[src/rtl/vga_pkg.sv]
// vga_pkg: shared colour types and the power-on palette for the VGA pixel stage.
package vga_pkg;

    typedef logic [14:0] rgb555_t;

    localparam rgb555_t COLOR_BLACK = 15'h0000;
    localparam rgb555_t COLOR_WHITE = 15'h7FFF;

    // Power-on palette contents, {R5,G5,B5}.
    localparam rgb555_t DEFAULT_PALETTE [16] = '{
        15'h0000, 15'h7FFF, 15'h4400, 15'h2B3D,
        15'h4C19, 15'h1A48, 15'h0C14, 15'h77AE,
        15'h4D05, 15'h2880, 15'h6E31, 15'h18C6,
        15'h35AD, 15'h4B8D, 15'h2D7F, 15'h5AD6
    };

endpackage

[src/rtl/vga_palette.sv]
// vga_palette: 2**IDX_W x RGB555 register file, one sync write port, one registered read port.
module vga_palette
    import vga_pkg::*;
#(
    parameter int unsigned IDX_W = 4
) (
    input  logic             clk,
    input  logic             reset,
    input  logic             we,
    input  logic [IDX_W-1:0] waddr,
    input  logic [14:0]      wdata,
    input  logic [IDX_W-1:0] raddr,
    output logic [14:0]      rdata
);

    localparam int unsigned Depth = 2 ** IDX_W;

    rgb555_t mem_q [Depth];

    // Storage: reset loads the default table (repeated for deeper palettes).
    always_ff @(posedge clk or negedge reset) begin
        if (!reset) begin
            for (int i = 0; i < Depth; i++) begin
                mem_q[i] <= DEFAULT_PALETTE[4'(i)];
            end
        end else if (we) begin
            mem_q[waddr] <= wdata;
        end
    end

    // Registered read; a same-cycle write is not forwarded, so the old value is seen.
    always_ff @(posedge clk or negedge reset) begin
        if (!reset) begin
            rdata <= COLOR_BLACK;
        end else begin
            rdata <= mem_q[raddr];
        end
    end

endmodule

[src/rtl/vga_grid_renderer.sv]
// vga_grid_renderer: scales a GRID_W x GRID_H indexed framebuffer onto the VGA raster,
// three clocks from hpos to rgb, with hsync/vsync delayed to match.
// Build macro GRID_LINES_EN: adds a 1-pixel white overlay on the first row/column of each cell.
module vga_grid_renderer
    import vga_pkg::*;
#(
    parameter int unsigned  GRID_W   = 32,
    parameter int unsigned  GRID_H   = 32,
    parameter int unsigned  CELL     = 15,
    parameter int unsigned  X0       = 80,
    parameter int unsigned  Y0       = 0,
    parameter int unsigned  IDX_W    = 4,
    parameter rgb555_t      BG_COLOR = 15'h0,
    localparam int unsigned AW       = $clog2(GRID_W * GRID_H)
) (
    input  logic             clk,
    input  logic             reset,
    input  logic [9:0]       hpos,
    input  logic [9:0]       vpos,
    input  logic             display_on,
    input  logic             hmaxxed,
    input  logic             vmaxxed,
    input  logic             hsync_in,
    input  logic             vsync_in,
    output logic [AW-1:0]    fb_addr,
    input  logic [IDX_W-1:0] fb_data,
    input  logic             pal_we,
    input  logic [IDX_W-1:0] pal_addr,
    input  logic [14:0]      pal_data,
    output logic             hsync,
    output logic             vsync,
    output logic [14:0]      rgb
);

    localparam int unsigned    SW        = (CELL > 1) ? $clog2(CELL) : 1;
    localparam int unsigned    CXW       = (GRID_W > 1) ? $clog2(GRID_W) : 1;
    localparam int unsigned    CYW       = (GRID_H > 1) ? $clog2(GRID_H) : 1;
    localparam logic [10:0]    XBeg      = 11'(X0);
    localparam logic [10:0]    XLen      = 11'(GRID_W * CELL);
    localparam logic [10:0]    YBeg      = 11'(Y0);
    localparam logic [10:0]    YLen      = 11'(GRID_H * CELL);
    localparam logic [SW-1:0]  SubLast   = SW'(CELL - 1);
    localparam logic [CXW-1:0] CellXLast = CXW'(GRID_W - 1);
    localparam logic [CYW-1:0] CellYLast = CYW'(GRID_H - 1);

    logic [10:0]    hoff, voff;
    logic           in_x, in_y, at_x0;
    logic [SW-1:0]  subx_q, subx_d, subx_cur, suby_q, suby_d;
    logic [CXW-1:0] cellx_q, cellx_d, cellx_cur;
    logic [CYW-1:0] celly_q, celly_d;
    logic [AW-1:0]  fb_addr_d, fb_addr_q;
    logic           frame_ok_q;
    logic [2:0]     de_q, inx_q, iny_q, hs_q, vs_q;
    logic [14:0]    pal_rdata;

    // Window decode; offsets wrap below the origin so one compare covers both bounds.
    always_comb begin
        hoff      = {1'b0, hpos} - XBeg;
        voff      = {1'b0, vpos} - YBeg;
        in_x      = hoff < XLen;
        in_y      = voff < YLen;
        at_x0     = hoff == 11'd0;
        subx_cur  = at_x0 ? '0 : subx_q;
        cellx_cur = at_x0 ? '0 : cellx_q;
        fb_addr_d = AW'(celly_q) * AW'(GRID_W) + AW'(cellx_cur);
    end

    // Horizontal cell counters: step per pixel inside the window, cellx saturates.
    always_comb begin
        subx_d  = subx_cur;
        cellx_d = cellx_cur;
        if (in_x) begin
            if (subx_cur == SubLast) begin
                subx_d = '0;
                if (cellx_cur != CellXLast) cellx_d = cellx_cur + CXW'(1);
            end else begin
                subx_d = subx_cur + SW'(1);
            end
        end
    end

    // Vertical cell counters: step per line end, end-of-frame clear wins.
    always_comb begin
        suby_d  = suby_q;
        celly_d = celly_q;
        if (hmaxxed && vmaxxed) begin
            suby_d  = '0;
            celly_d = '0;
        end else if (hmaxxed && in_y) begin
            if (suby_q == SubLast) begin
                suby_d = '0;
                if (celly_q != CellYLast) celly_d = celly_q + CYW'(1);
            end else begin
                suby_d = suby_q + SW'(1);
            end
        end
    end

    // Counter state; frame_ok keeps output dark until a full frame boundary after reset.
    always_ff @(posedge clk or negedge reset) begin
        if (!reset) begin
            subx_q     <= '0;
            cellx_q    <= '0;
            suby_q     <= '0;
            celly_q    <= '0;
            frame_ok_q <= 1'b0;
        end else begin
            subx_q  <= subx_d;
            cellx_q <= cellx_d;
            suby_q  <= suby_d;
            celly_q <= celly_d;
            if (hmaxxed && vmaxxed) frame_ok_q <= 1'b1;
        end
    end

    // Delay line: [0]=S0 (with fb_addr), [1]=S1 (fb_data back), [2]=S2 (palette out).
    always_ff @(posedge clk or negedge reset) begin
        if (!reset) begin
            fb_addr_q <= '0;
            de_q      <= '0;
            inx_q     <= '0;
            iny_q     <= '0;
            hs_q      <= '0;
            vs_q      <= '0;
        end else begin
            fb_addr_q <= fb_addr_d;
            de_q      <= {de_q[1:0], display_on & frame_ok_q};
            inx_q     <= {inx_q[1:0], in_x};
            iny_q     <= {iny_q[1:0], in_y};
            hs_q      <= {hs_q[1:0], hsync_in};
            vs_q      <= {vs_q[1:0], vsync_in};
        end
    end

`ifdef GRID_LINES_EN
    logic [2:0] line_q;

    // Overlay flag travels with the pixel so latency is unchanged.
    always_ff @(posedge clk or negedge reset) begin
        if (!reset) begin
            line_q <= '0;
        end else begin
            line_q <= {line_q[1:0], (subx_cur == '0) || (suby_q == '0)};
        end
    end
`endif

    vga_palette #(
        .IDX_W(IDX_W)
    ) u_palette (
        .clk  (clk),
        .reset(reset),
        .we   (pal_we),
        .waddr(pal_addr),
        .wdata(pal_data),
        .raddr(fb_data),
        .rdata(pal_rdata)
    );

    assign fb_addr = fb_addr_q;
    assign hsync   = hs_q[2];
    assign vsync   = vs_q[2];

    // Output colour select from the S2 flags and the registered palette word.
    always_comb begin
        rgb = COLOR_BLACK;
        if (de_q[2]) begin
            if (inx_q[2] && iny_q[2]) begin
                rgb = pal_rdata;
`ifdef GRID_LINES_EN
                if (line_q[2]) rgb = COLOR_WHITE;
`endif
            end else begin
                rgb = BG_COLOR;
            end
        end
    end

endmodule

[config.mk]
export PLATFORM = sky130hd
export DESIGN_NAME = vga_grid_renderer
export DESIGN_NICKNAME = d
export VERILOG_FILES = /design/src/rtl/vga_pkg.sv /design/src/rtl/vga_palette.sv /design/src/rtl/vga_grid_renderer.sv
export SDC_FILE = /design/constraint.sdc
export NUM_CORES = 1
export LEC_CHECK = 0
export ABC_AREA = 1
export ABC_CLOCK_PERIOD_IN_PS = 2009
export BUFFER_PORTS_ARGS = -buffer_cell sky130_fd_sc_hd__clkbuf_2
export CAP_MARGIN = 20
export CORE_MARGIN = 8
export CORE_UTILIZATION = 52
export CTS_BUF_LIST = sky130_fd_sc_hd__clkbuf_8
export DETAILED_ROUTE_END_ITERATION = 16
export PLACE_DENSITY = 0.67
export REMOVE_ABC_BUFFERS = 1
export SLEW_MARGIN = 5
export SYNTH_ARGS = -nofsm -noshare
export SYNTH_HDL_FRONTEND = slang
export SYNTH_HIERARCHICAL = 1
export SYNTH_SLANG_ARGS = --single-unit
[constraint.sdc]
create_clock -name clk -period 2.01 [get_ports clk]
set_input_delay 0 -clock clk [delete_from_list [all_inputs] [get_ports clk]]
set_output_delay 0 -clock clk [all_outputs]
set_load 0.005 [all_outputs]
==> impl_metrics.yaml, run 1 <==
power:
  power_density_mw_per_mm2: 1020
  leakage_nw: 8.34
  vdd_drop_max_uv: 609
  power.total_mw: 16.5
routing:
  wl_per_cell_um: 15.8
  postRouteWirelength_mm: 35.9
  initialDrtViolationCount: 908
  via_count: 11600
  ant_nets: 0
  vias_per_cell: 5.11
  drt_first_pass_iters: 5
  drcViolationCount: 0
timing:
  hold_violations: 0
  rsz0062_at_grt: "false"
  whs_ps: 25.7
  tns_ps: 0
  finalCriticalPeriod_ps: 1920
  worst_pin_slew_ps: 614
  period_share: 0.956
  finalClockSkew_ps: 33.4
  slew_headroom: 0.590
  setup_viol: 0
  fmax_mhz: 521
  slew_violations: 0
  setup_ws_ps: 88.9
global_routing:
  antenna_found_initial: 0
  grt_pass1_vias: 11600
  grt.total_usage: 0.225
  overflow: 0
  grt_pass1_wl_mm: 59.5
  grt_start_max_net_pins: 72
placement:
  place_area_mm2: 0.0148
  port_buffers: 72
  dp_slack_ps: 93.8
  hpwl_mm: 20.3
  place.gp.congestion: 0.765
cells_and_area:
  fillers: 2433
  num-nets-final: 1944
  diodes: 0
  design_area_mm2: 0.0162
  area_growth_pct: 14.9
  drive_gt1_frac: 0.134
synth:
  ys_ff_latch: 299
  ys_warn_count: 6
  syn-mean-instance-area_um2: 7.79
  synth_top_area_cell: "dfrtp_1"
  ys_seq_area_frac: 0.535
  syn_area_mm2: 0.0141
  syn_inst: 1809
  synth_cell_type_count: 33
  synthTopCellsByArea: "dfrtp_1 (44%), nand2_1 (15%), dfstp_2 (9.7%)"
  synth_top_area_frac: 0.438
die:
  boundaryPins: 78
  dieArea_mm2: 0.0326
  die_height_um: 181
  start_util: 0.526
  rows: 60
  die_w_um: 181
  design.core.area_mm2: 0.0268
clock_tree:
  worstSkewPairLatency_ps: 570
  clockRootBuffer: "clkbuf_8"
  cts_made_buffers: 51
  clkTransAtPathRegs_ps: 60
  cts_tree: "done"
  cts.path.max_buffers: 3
  clock_sinks: 299
  htree_levels: 2
status:
  status: "completed"
setup_path:
  crit_required_ps: 2010
  critPathMaxFanout: 7
  critPathCaptureType: "output pin"
  path_class: "reg -> out"
  crit_path_max_incr_delay_ps: 440
  crit_path_start_kind: "flip-flop"
  slowest_stage: "nand3_1"
  critPathArrivalTime_ps: 1920
  cp_cell_sequence: "nand3_1, nor2_1, clkbuf_2"
flow_run:
  cap_violations: 0
hold_path:
  holdCritPathClass: "in -> reg"
-- cell usage after synthesis (all sizes together) --
library cell / count
o22ai: 1
nor3: 3
dfstp: 52
clkbuf: 53
xor2: 1
ha: 7
buf: 62
nor2: 38
o21ai: 270
dfrtp: 247
clkinv: 1
nand2: 575
inv: 273
nand4: 4
o21bai: 1
a41oi: 1
a21oi: 6
nand3: 210
o21a: 1
nand3b: 2
or2: 1
-- final cells by class --
| type | instances | area (µm²) | area share |
|---|---|---|---|
| Timing Repair Buffer | 139 | 1080 | 0.0666 |
| Sequential cell | 299 | 7550 | 0.466 |
| Clock buffer | 70 | 963 | 0.0595 |
| Clock inverter | 25 | 125 | 0.00773 |
| Inverter | 274 | 1030 | 0.0635 |
| Multi-Input combinational cell | 1121 | 5020 | 0.310 |
| Tap cell | 341 | 427 | 0.0263 |
-- logic make-up (layout without fill, tap and decap cells) --
logic type,Yosys count,count (layout),share of synthesized area
compound gates,280,280,0.100
xor+xnor,1,1,0.000621
fa+ha+maj,7,7,0.00621
buf+inv,389,508,0.111
flops,299,299,0.535
simple gates,833,833,0.247
-- per-layer routing --
layer  up-vias  wire [µm]  track usage  share of wire
met5         -          0            0              0
met4         0        692       0.0632          0.019
met3        61       2510       0.0419          0.070
met2       341      16300        0.363           0.45
met1      5403      16400        0.305           0.46
li1       5793          -            -              -
-- worst paths after layout --
kind | start | slack (ps) | depth (start not counted) | to
setup / recovery | de_q[2]$_DFF_PN0_ | 90 | 3 | rgb[14]
hold / removal | fb_data[0] | 30 | 6 | u_palette/rdata[7]$_DFF_PN0_
setup reg to reg | celly_q[0]$_DFFE_PN0P_ | 220 | 9 | celly_q[1]$_DFFE_PN0P_
hold reg to reg | iny_q[1]$_DFF_PN0_ | 320 | 0 | iny_q[2]$_DFF_PN0_
max in group asynchronous | reset | 820 | 4 | u_palette/mem_q[223]$_DFFE_PN1P_
min in group asynchronous | reset | 500 | 3 | subx_q[0]$_DFF_PN0_
-- flip-flops by register name, summed over array words and instances, names as in the netlist --
register and flops:
u_palette/mem_q 240, u_palette/rdata 15, fb_addr 10, cellx_q 5, celly_q 5, subx_q 4
suby_q 4, de_q 3, hs_q 3, inx_q 3, iny_q 3, vs_q 3
frame_ok_q 1
-- cells in the final DEF, fill, tap and decap left out, types with 2 or more instances in the layout --
| master | count |
|---|---|
| o21ai_0 | 183 |
| dlygate4sd3_1 | 31 |
| nor2_1 | 31 |
| nand4_1 | 4 |
| clkbuf_2 | 70 |
| dfrtp_1 | 247 |
| nand3b_1 | 2 |
| inv_1 | 291 |
| a21oi_1 | 5 |
| o21ai_1 | 86 |
| buf_12 | 10 |
| nor2_2 | 6 |
| nand2_1 | 571 |
| nand2_2 | 3 |
| clkinv_2 | 4 |
| buf_4 | 27 |
| nand3_2 | 5 |
| dfstp_2 | 52 |
| clkbuf_8 | 70 |
| nand3_1 | 205 |
| nor3_4 | 2 |
| inv_2 | 2 |
| ha_1 | 6 |
-- through the flow --
stage,util,std cells
after CTS,0.604,2270
after global placement,0.551,2142
after floorplan,-,1694
after detailed placement,0.551,2142
final,0.604,2269
after global routing,0.604,2269
-- power breakdown --
group / switching, mW / total [mW] / internal, mW
sequential: 0.575 / 7.98 / 7.41
combinational: 1.77 / 2.92 / 1.14
clock: 2.40 / 5.61 / 3.21
total: 4.74 / 16.5 / 11.8
-- critical path, delay by kind of cell, from the launching register on --
family        cells  cell delay (ps)
flops             1              320
buf+inv           1              180
simple gates      2              850
-- repair_timing --
item | in CTS | in global routing
hold endpoints to repair | 512 | 0
setup buffers | 0 | 0
resized for setup | 0 | 6
endpoints found under the setup margin | 0 | 9
hold buffers | 33 | 0
(Power assumes the default switching activity.)
==> inputs of run 2 (changes only) <==
Settings changed: ABC_CLOCK_PERIOD_IN_PS 2009 to not set, REMOVE_ABC_BUFFERS 1 to not set.
==> impl_metrics.yaml, run 2 (synthesis gave the netlist of run 1 again) <==
status:
  status: "completed"
setup_path:
  crit_path_start_kind: "input port"
  crit_required_ps: 2460
  slowest_stage: "dlygate4sd3_1"
  crit_path_max_incr_delay_ps: 580
  cp_common_cell: "nand2_1"
  crit_buf_inv: 5
  cp_cell_sequence: "dlygate4sd3_1, clkbuf_2, nand3_1, dlygate4sd3_1, nand2_2, nand3_2, nand2_1, inv_1, ha_2, nand2_1, inv_1, nand4_1, nand4_1, nand2_1"
  r2r.worst_path.cells: 9
  r2r_start: "celly_q[0]$_DFFE_PN0P_"
  critPathMaxFanout: 3
  critPathArrivalTime_ps: 2390
  reg2reg_slack_ps: 250
  worstReg2RegEnd: "celly_q[1]$_DFFE_PN0P_"
  crit_family: "buffers and inverters"
  path_class: "in -> reg"
  critPathCaptureType: "flip-flop"
synth:
  synth_nets: 1867
die:
  die_w_um: 181
  design.core.area_mm2: 0.0268
  die_height_um: 181
  dieArea_mm2: 0.0326
  boundaryPins: 78
  start_util: 0.526
  rows: 60
power:
  clkPwrFrac: 0.332
  combPwrFrac: 0.182
  seqPwrFrac: 0.487
  leakage_nw: 8.41
  switching_power_mw: 4.82
  power_density_mw_per_mm2: 1010
  vdd_drop_max_uv: 579
  p_int_mw: 11.6
  sw_frac_of_total: 0.294
cells_and_area:
  largest_register_ffs: 240
  layout.area.seq_mm2: 0.00755
  final_common_cell: "nand2_1"
  top_register: "u_palette/mem_q"
  diodes: 0
  multiInputGateArea_mm2: 0.00502
  area_growth_pct: 15.7
  post-route-util: 0.608
  fillers: 2425
  layout_common_cells: "nand2_1 (571), inv_1 (296), dfrtp_1 (247)"
  drive_gt1_frac: 0.138
  num-nets-final: 1964
placement:
  place.gp.congestion: 0.851
  dp_slack_ps: 143
  hpwl_mm: 22.6
  port_buffers: 72
timing:
  finalCriticalPeriod_ps: 1940
  fmax_mhz: 516
  finalClockSkew_ps: 24.8
  worst_pin_slew_ps: 696
  slew_violations: 0
  setup_ws_ps: 73.5
  hold_violations: 0
  period_share: 0.963
  slew_headroom: 0.536
  setup_viol: 0
clock_tree:
  cts_made_buffers: 52
  cts_tree: "done"
  cts.path.max_buffers: 3
  htree_levels: 2
  clockRootBuffer: "clkbuf_8"
  worstSkewPairLatency_ps: 580
  clkTransAtPathRegs_ps: 60
  clock_sinks: 299
routing:
  drcViolationCount: 0
  via_count: 11900
  drt_first_pass_iters: 5
  postRouteWirelength_mm: 37.6
  initialDrtViolationCount: 1165
  vias_per_cell: 5.21
  wl_per_cell_um: 16.4
  ant_nets: 0
hold_path:
  holdCritPathClass: "in -> reg"
  hold_path_depth: 5
  hold_end: "u_palette/rdata[6]$_DFF_PN0_"
  holdCritStartpoint: "fb_data[2]"
global_routing:
  grt_pass1_vias: 11800
  antenna_found_initial: 1
  grt_pass1_wl_mm: 61.8
  grt.total_usage: 0.233
  overflow: 0
  grt_start_max_net_pins: 84
flow_run:
  cap_violations: 0
[run 2: cell types whose count changed in the layout (fill, tap and decap cells not counted), sizes merged]
cell,previous run,this run
buf,38,52
bufinv,1,0
clkbuf,140,138
clkinv,5,4
clkinvlp,0,2
dlygate4sd3,31,36
inv,293,298
[run 2: repair_timing]
action / 4_1_cts / 5_1_grt
setup buffers: 0 / 2
resized for setup: 0 / 5
endpoints found under the hold margin: 462 / 0
endpoints found under the setup margin: 0 / 13
hold buffers: 37 / 0
[run 2: worst min-delay path, cell delays in order]
cell and delay, ps:
clkbuf_2 120, buf_4 220, nand3_1 100, nand3_1 70, nand2_1 60
[run 2: final cells by class]
cell class | instances | area share
Inverter | 274 | 0.0631
Sequential cell | 299 | 0.463
Clock buffer | 68 | 0.0574
Multi-Input combinational cell | 1121 | 0.308
Tap cell | 341 | 0.0262
Timing Repair Buffer | 158 | 0.0749
Clock inverter | 30 | 0.00760
[run 2: how the worst max path moves through the flow]
stage | startpoint | end | cells past startpoint
floorplan | hpos[4] | cellx_q[0]$_DFF_PN0_ | 18
global placement | hpos[4] | cellx_q[0]$_DFF_PN0_ | 18
detailed placement | celly_q[0]$_DFFE_PN0P_ | celly_q[1]$_DFFE_PN0P_ | 9
CTS | de_q[2]$_DFF_PN0_ | rgb[11] | 4
global route | hpos[9] | cellx_q[3]$_DFF_PN0_ | 13
finish | hpos[9] | cellx_q[1]$_DFF_PN0_ | 14
[run 2: per-stage QoR]
step | power (mW) | hold WS [ps] | cell area [µm²] | std cells | TNS [ps]
after floorplan | 10.0 | -296 | 14100 | 1809 | 0
after global placement | 10.8 | 61.4 | 14900 | 2155 | 0
after detailed placement | 10.9 | 66.6 | 14900 | 2155 | 0
after CTS | 16.6 | 1.98 | 16300 | 2290 | 0
after global routing | 17.5 | 36.2 | 16300 | 2291 | -71.6
final | 16.4 | 41.3 | 16300 | 2291 | 0
[run 2: layer usage]
metal | up-vias | track usage | part of all wire
met5 | - | 0 | 0.00048
met4 | 2 | 0.0870 | 0.031
met3 | 86 | 0.0464 | 0.071
met2 | 418 | 0.363 | 0.45
met1 | 5615 | 0.320 | 0.45
li1 | 5816 | - | -
[run 2: power by group through the flow]
stage / clock, mW / combinational, mW / sequential (mW)
after floorplan: 0 / 2.10 / 7.93
after global placement: 0 / 2.78 / 8.03
after detailed placement: 0 / 2.88 / 8.07
after CTS: 5.60 / 2.98 / 7.99
after global routing: 5.85 / 3.50 / 8.15
final: 5.44 / 2.98 / 7.99
